<file path="config.mk">
export PLATFORM = sky130hd
export DESIGN_NAME = decode_stage
export DESIGN_NICKNAME = d
export VERILOG_FILES = /design/src/rtl/decode_stage_pkg.sv /design/src/rtl/decode_stage_imm_gen.sv /design/src/rtl/decode_stage.sv
export SDC_FILE = /design/constraint.sdc
export NUM_CORES = 1
export LEC_CHECK = 0
export BUFFER_PORTS_ARGS = -buffer_cell sky130_fd_sc_hd__buf_2
export CORE_ASPECT_RATIO = 0.75
export CORE_MARGIN = 2
export CORE_UTILIZATION = 45
export CTS_CLUSTER_SIZE = 40
export DETAILED_ROUTE_END_ITERATION = 8
export GPL_TIMING_DRIVEN = 0
export PLACE_DENSITY = 0.82
export SLEW_MARGIN = 20
export SYNTH_ARGS = -nofsm -noshare
export SYNTH_HDL_FRONTEND = slang
export SYNTH_HIERARCHICAL = 1
export SYNTH_SLANG_ARGS = --single-unit
</file>
<file path="constraint.sdc">
create_clock -name clock -period 6.8 [get_ports clock]
set_input_delay 0.34 -clock clock [delete_from_list [all_inputs] [get_ports clock]]
set_output_delay 0.34 -clock clock [all_outputs]
set_load 0.01 [all_outputs]
</file>
<file path="src/rtl/decode_stage_pkg.sv">
// Shared decode definitions: opcodes, ID/EX bundle layout and operand-use helpers.
package decode_stage_pkg;

  localparam int XLEN     = 32;
  localparam int NUM_REGS = 32;
  localparam int REG_AW   = 5;
  localparam int OPC_W    = 7;
  localparam int F3_W     = 3;
  localparam int F7_W     = 7;

  localparam logic [OPC_W-1:0] OPC_OP     = 7'b0110011;
  localparam logic [OPC_W-1:0] OPC_OP_IMM = 7'b0010011;
  localparam logic [OPC_W-1:0] OPC_LOAD   = 7'b0000011;
  localparam logic [OPC_W-1:0] OPC_STORE  = 7'b0100011;
  localparam logic [OPC_W-1:0] OPC_BRANCH = 7'b1100011;
  localparam logic [OPC_W-1:0] OPC_JAL    = 7'b1101111;
  localparam logic [OPC_W-1:0] OPC_JALR   = 7'b1100111;
  localparam logic [OPC_W-1:0] OPC_LUI    = 7'b0110111;
  localparam logic [OPC_W-1:0] OPC_AUIPC  = 7'b0010111;

  typedef struct packed {
    logic [XLEN-1:0]   pc;
    logic [XLEN-1:0]   op1;
    logic [XLEN-1:0]   op2;
    logic [XLEN-1:0]   imm;
    logic [REG_AW-1:0] rd;
    logic [OPC_W-1:0]  opcode;
    logic [F3_W-1:0]   funct3;
    logic [F7_W-1:0]   funct7;
    logic              writes_rd;
  } idex_t;

  // Only the upper-immediate and JAL forms ignore rs1.
  function automatic logic f_uses_rs1(input logic [OPC_W-1:0] opc);
    return !(opc == OPC_LUI || opc == OPC_AUIPC || opc == OPC_JAL);
  endfunction

  function automatic logic f_uses_rs2(input logic [OPC_W-1:0] opc);
    return (opc == OPC_OP || opc == OPC_STORE || opc == OPC_BRANCH);
  endfunction

  // Opcode-level answer; the caller still masks rd==0.
  function automatic logic f_writes_rd(input logic [OPC_W-1:0] opc);
    return !(opc == OPC_STORE || opc == OPC_BRANCH);
  endfunction

endpackage

</file>
<file path="src/rtl/decode_stage_imm_gen.sv">
// Combinational immediate generator: picks the RV32I immediate format from the opcode.
module decode_stage_imm_gen
  import decode_stage_pkg::*;
(
  input  logic [XLEN-1:0] instr_i,
  output logic [XLEN-1:0] imm_o
);

  // Unknown opcodes fall back to the I-type layout
  always_comb begin
    imm_o = '0;
    case (instr_i[6:0])
      OPC_OP:     imm_o = '0;
      OPC_STORE:  imm_o = {{20{instr_i[31]}}, instr_i[31:25], instr_i[11:7]};
      OPC_BRANCH: imm_o = {{19{instr_i[31]}}, instr_i[31], instr_i[7],
                           instr_i[30:25], instr_i[11:8], 1'b0};
      OPC_LUI,
      OPC_AUIPC:  imm_o = {instr_i[31:12], 12'b0};
      OPC_JAL:    imm_o = {{11{instr_i[31]}}, instr_i[31], instr_i[19:12],
                           instr_i[20], instr_i[30:21], 1'b0};
      default:    imm_o = {{20{instr_i[31]}}, instr_i[31:20]};
    endcase
  end

endmodule

</file>
<file path="src/rtl/decode_stage.sv">
// Decode stage: holds one instruction, reads operands, stalls on RAW hazards via a
// busy-bit scoreboard and issues through a valid/ready ID/EX register.
module decode_stage
  import decode_stage_pkg::*;
(
  input  logic              clock,
  input  logic              reset,
  input  logic              in_valid,
  output logic              in_ready,
  input  logic [XLEN-1:0]   in_instr,
  input  logic [XLEN-1:0]   in_pc,
  output logic [REG_AW-1:0] rs1,
  output logic [REG_AW-1:0] rs2,
  input  logic [XLEN-1:0]   rs1_data,
  input  logic [XLEN-1:0]   rs2_data,
  input  logic [REG_AW-1:0] wb_rd,
  input  logic [XLEN-1:0]   wb_data,
  input  logic              wb_write,
  output logic [REG_AW-1:0] rd,
  output logic [XLEN-1:0]   data,
  output logic              should_write,
  input  logic              flush,
  output logic              out_valid,
  input  logic              out_ready,
  output logic [XLEN-1:0]   out_pc,
  output logic [XLEN-1:0]   out_op1,
  output logic [XLEN-1:0]   out_op2,
  output logic [XLEN-1:0]   out_imm,
  output logic [REG_AW-1:0] out_rd,
  output logic [OPC_W-1:0]  out_opcode,
  output logic [F3_W-1:0]   out_funct3,
  output logic [F7_W-1:0]   out_funct7,
  output logic              out_writes_rd
);

  logic                id_valid_q, id_valid_d;
  logic [XLEN-1:0]     id_instr_q, id_instr_d;
  logic [XLEN-1:0]     id_pc_q, id_pc_d;
  logic                out_valid_q, out_valid_d;
  idex_t               out_q, out_d;
  logic [NUM_REGS-1:0] busy_q, busy_d;

  logic [OPC_W-1:0]    dec_opcode;
  logic [REG_AW-1:0]   dec_rd, dec_rs1, dec_rs2;
  logic                dec_writes_rd;
  logic [XLEN-1:0]     dec_imm;
  logic                hazard, issue, accept;

  assign dec_opcode    = id_instr_q[6:0];
  assign dec_rd        = id_instr_q[11:7];
  assign dec_rs1       = id_instr_q[19:15];
  assign dec_rs2       = id_instr_q[24:20];
  assign dec_writes_rd = f_writes_rd(dec_opcode) && (dec_rd != '0);

  decode_stage_imm_gen u_imm_gen (
    .instr_i (id_instr_q),
    .imm_o   (dec_imm)
  );

  // Register file ports: read addresses from the held instruction, write port straight from writeback
  assign rs1          = dec_rs1;
  assign rs2          = dec_rs2;
  assign rd           = wb_rd;
  assign data         = wb_data;
  assign should_write = wb_write;

  // The scoreboard is not bypassed: a writeback landing this cycle still stalls the consumer
  assign hazard = (f_uses_rs1(dec_opcode) && (dec_rs1 != '0) && busy_q[dec_rs1]) ||
                  (f_uses_rs2(dec_opcode) && (dec_rs2 != '0) && busy_q[dec_rs2]);
  assign issue    = id_valid_q && !hazard && (!out_valid_q || out_ready) && !flush;
  assign in_ready = !flush && (!id_valid_q || issue);
  assign accept   = in_valid && in_ready;

  // Next-state for ID slot, ID/EX register and scoreboard; issue-set beats writeback-clear
  always_comb begin
    id_valid_d  = id_valid_q;
    id_instr_d  = id_instr_q;
    id_pc_d     = id_pc_q;
    out_valid_d = out_valid_q;
    out_d       = out_q;
    busy_d      = busy_q;
    if (flush) begin
      id_valid_d  = 1'b0;
      out_valid_d = 1'b0;
      busy_d      = '0;
    end else begin
      if (wb_write && (wb_rd != '0)) busy_d[wb_rd] = 1'b0;
      if (issue) begin
        out_valid_d     = 1'b1;
        out_d.pc        = id_pc_q;
        out_d.op1       = rs1_data;
        out_d.op2       = rs2_data;
        out_d.imm       = dec_imm;
        out_d.rd        = dec_rd;
        out_d.opcode    = dec_opcode;
        out_d.funct3    = id_instr_q[14:12];
        out_d.funct7    = id_instr_q[31:25];
        out_d.writes_rd = dec_writes_rd;
        if (dec_writes_rd) busy_d[dec_rd] = 1'b1;
      end else if (out_ready) begin
        out_valid_d = 1'b0;
      end
      if (accept) begin
        id_valid_d = 1'b1;
        id_instr_d = in_instr;
        id_pc_d    = in_pc;
      end else if (issue) begin
        id_valid_d = 1'b0;
      end
    end
    busy_d[0] = 1'b0;
  end

  // State registers with asynchronous reset
  always_ff @(posedge clock or posedge reset) begin
    if (reset) begin
      id_valid_q  <= 1'b0;
      id_instr_q  <= '0;
      id_pc_q     <= '0;
      out_valid_q <= 1'b0;
      out_q       <= '0;
      busy_q      <= '0;
    end else begin
      id_valid_q  <= id_valid_d;
      id_instr_q  <= id_instr_d;
      id_pc_q     <= id_pc_d;
      out_valid_q <= out_valid_d;
      out_q       <= out_d;
      busy_q      <= busy_d;
    end
  end

  assign out_valid     = out_valid_q;
  assign out_pc        = out_q.pc;
  assign out_op1       = out_q.op1;
  assign out_op2       = out_q.op2;
  assign out_imm       = out_q.imm;
  assign out_rd        = out_q.rd;
  assign out_opcode    = out_q.opcode;
  assign out_funct3    = out_q.funct3;
  assign out_funct7    = out_q.funct7;
  assign out_writes_rd = out_q.writes_rd;

endmodule

</file>
==> results.py <==
metrics = {
    "outcome": {
        "status": "finished clean",
    },
    "cts": {
        "cts_buffers": 25,
        "root_buffer": "clkbuf_16",
        "cts-htree-levels": 1,
        "cts_sinks": 248,
        "cts_tree": "done",
        "cts_buffer_depth": 3,
        "clk_pin_slew_ps": 60,
        "clkLatencyLatePin_ps": 510,
        "cts_setup_buffers": 0,
    },
    "timing": {
        "relSlewSlack": 0.392,
        "final.setup.worst_slack_ps": 2920,
        "holdWs_ps": 44.0,
        "finalClockSkew_ps": 10.3,
        "worstMarginPinSlew_ps": 905,
        "fmax_mhz": 258,
        "hold_viol_final": 0,
        "rsz0062_at_grt": "no",
        "tns_ps": 0,
        "period_needed_ps": 3880,
        "fin_crit_sh": 0.571,
        "setup_viol_count_final": 0,
        "slew_violations": 0,
    },
    "logic_synthesis": {
        "synthAdderAreaFrac": 0,
        "synth_area_leaders": "dfrtp_1 (55%), mux2_2 (22%), buf_4 (4.1%), mux4_2 (2.4%), nand3b_1 (1.5%)",
        "yosysUniqueCellTypes": 64,
        "synth-seq-cells": 248,
        "synth_warnings": 6,
        "syn_avg_cell_area_um2": 13.8,
        "synthDominantCellAreaShare": 0.549,
        "yosys.area_share.simple": 0.0834,
        "synth_flop_cell": "dfrtp_1",
        "synth-compound-area-share": 0.0619,
        "syn_nets": 989,
        "netlist_instances": 818,
        "yosysSeqAreaShare": 0.549,
        "synth-xor-area-share": 0,
        "synth_edf_count": 0,
        "synthArstFlopShare": 1.00,
        "synth_top_family_by_area": "multiplexers",
        "muxShareOfSynthArea": 0.247,
        "synth.largest_area_cell": "dfrtp_1",
        "netlist_area_um2": 11300,
    },
    "place": {
        "dp_slack_ps": 3070,
        "placed_area_um2": 13600,
        "dp_cells": 1503,
        "gp_congestion": 0.978,
        "dp_hpwl_um": 23300,
        "port_buffers": 339,
    },
    "setup_path": {
        "path_max_fanout": 10,
        "path_class": "reg2reg",
        "r2r-end": "id_instr_q[8]$_DFFE_PP0P_",
        "r2r-start": "id_instr_q[4]$_DFFE_PP0P_",
        "reg2reg_slack_ps": 2920,
        "crit_required_ps": 7190,
        "critPathCaptureType": "flop",
        "cp.arrival_ps": 4270,
        "rr_worst_depth": 8,
        "startpoint_type": "flop",
    },
    "power_and_ir_drop": {
        "peakVddDrop_mv": 0.217,
        "leakagePower_nw": 6.79,
        "power.density_nw_per_um2": 391,
        "p_total_mw": 5.65,
    },
    "job": {
        "maxCapViolCount": 0,
    },
    "die": {
        "die_w_um": 187,
        "dieArea_um2": 26400,
        "fp.coreArea_um2": 24800,
        "start_util": 0.455,
        "ios": 372,
        "die_y_um": 141,
        "fp-row-count": 50,
    },
    "route": {
        "routed_wl_um": 31000,
        "drt_first_pass_iters": 5,
        "drc_errors": 0,
        "avgViaCountPerCell": 5.25,
        "drt_iter0_markers": 454,
        "num_vias": 8133,
        "final_antenna_net_count": 0,
        "wl_per_cell_um": 20.0,
    },
    "finish": {
        "fill_cells": 2014,
        "instances_no_fill": 1549,
        "multi_input_area_um2": 4430,
        "final_core_util": 0.581,
        "seq_area_um2": 6210,
        "layout-drive-gt1-share": 0.603,
        "fin_area_um2": 14400,
        "final_common_cell": "buf_2",
        "nets": 1364,
        "syn_to_final_growth_pct": 27.7,
        "mostFrequentLayoutCells": "buf_2 (349), dfrtp_1 (248), mux2_2 (217)",
        "antenna_cells": 0,
    },
    "grt": {
        "first_global_vias": 8294,
        "grt_max_degree": 37,
        "track_usage": 0.232,
        "overflow": 0,
        "grt_pass1_wl_um": 47800,
        "antenna_found_initial": 2,
    },
    "hold_path": {
        "holdPathStages": 2,
        "hold_class": "in2reg",
        "hold_start": "in_instr[18]",
        "whs_endpoint": "id_instr_q[18]$_DFFE_PP0P_",
    },
}
-- flip-flops by register name (all words and copies together), names as in the netlist, 3 cells and up --
name / cells
out_funct7: 7
out_op2: 32
out_funct3: 3
out_rd: 5
out_opcode: 7
out_op1: 32
busy_q: 31
out_imm: 32
id_pc_q: 32
id_instr_q: 32
out_pc: 32
-- layout make-up --
class                           count  area share
Sequential cell                   248       0.430
Clock buffer                       32      0.0493
Inverter                            7     0.00208
Multi-Input combinational cell    474       0.307
Tap cell                          338      0.0293
Timing Repair Buffer              348       0.130
Buffer                             89      0.0440
Clock inverter                     13     0.00849
-- critical path, cell delays in order, from the launching register on --
cell,delay (ps)
dfrtp_1,590
and4b_1,250
o2111ai_1,430
o21ai_0,220
nor3_1,770
nor3_2,200
a22oi_4,650
buf_6,280
mux2_2,350
-- how the worst max path moves through the flow --
stage,to,depth (start not counted),slack [ps],startpoint
floorplan,busy_q[10]$_DFF_PP0_,1,3200,reset
global placement,out_op2[4]$_DFFE_PP0P_,2,1770,reset
detailed placement,id_instr_q[11]$_DFFE_PP0P_,8,3070,id_instr_q[4]$_DFFE_PP0P_
CTS,id_instr_q[8]$_DFFE_PP0P_,8,3040,id_instr_q[4]$_DFFE_PP0P_
global route,id_instr_q[8]$_DFFE_PP0P_,8,2790,id_instr_q[4]$_DFFE_PP0P_
finish,id_instr_q[8]$_DFFE_PP0P_,8,2920,id_instr_q[4]$_DFFE_PP0P_
-- report_power, final --
part	leakage [nW]	switching, mW	total (mW)	internal [mW]
logic	3.38	0.896	1.86	0.961
registers	3.00	0.379	2.40	2.02
clock network	0.412	0.581	1.40	0.814
total	6.79	1.86	5.65	3.79
-- cell usage after synthesis (10+ instances only) --
library cell,n
buf_4,61
mux4_2,12
nor2_1,13
nand2_1,28
buf_2,10
mux2_2,217
nor2b_1,19
o31ai_1,15
dfrtp_1,248
nand3b_1,22
o21ai_0,29
a21o_1,11
-- routing by layer --
layer	wire length [um]	track usage	vias up	share of wire
li1	-	-	3663	-
met1	13600	0.331	4074	0.44
met2	14000	0.351	339	0.45
met3	2650	0.0650	55	0.086
met4	742	0.0602	2	0.024
met5	11	0	-	0.00036
-- cells by family after synthesis --
group                  after synthesis
DFF                                248
muxes                              236
and+or+nand+nor                    146
buffers and inverters               96
AOI/OAI and AO/OA                   92
-- repair_timing --
item,CTS,global route
resized for setup,0,0
hold buffers,1,0
hold endpoints to repair,23,0
No activity file was read; power rests on OpenSTA's default activity.
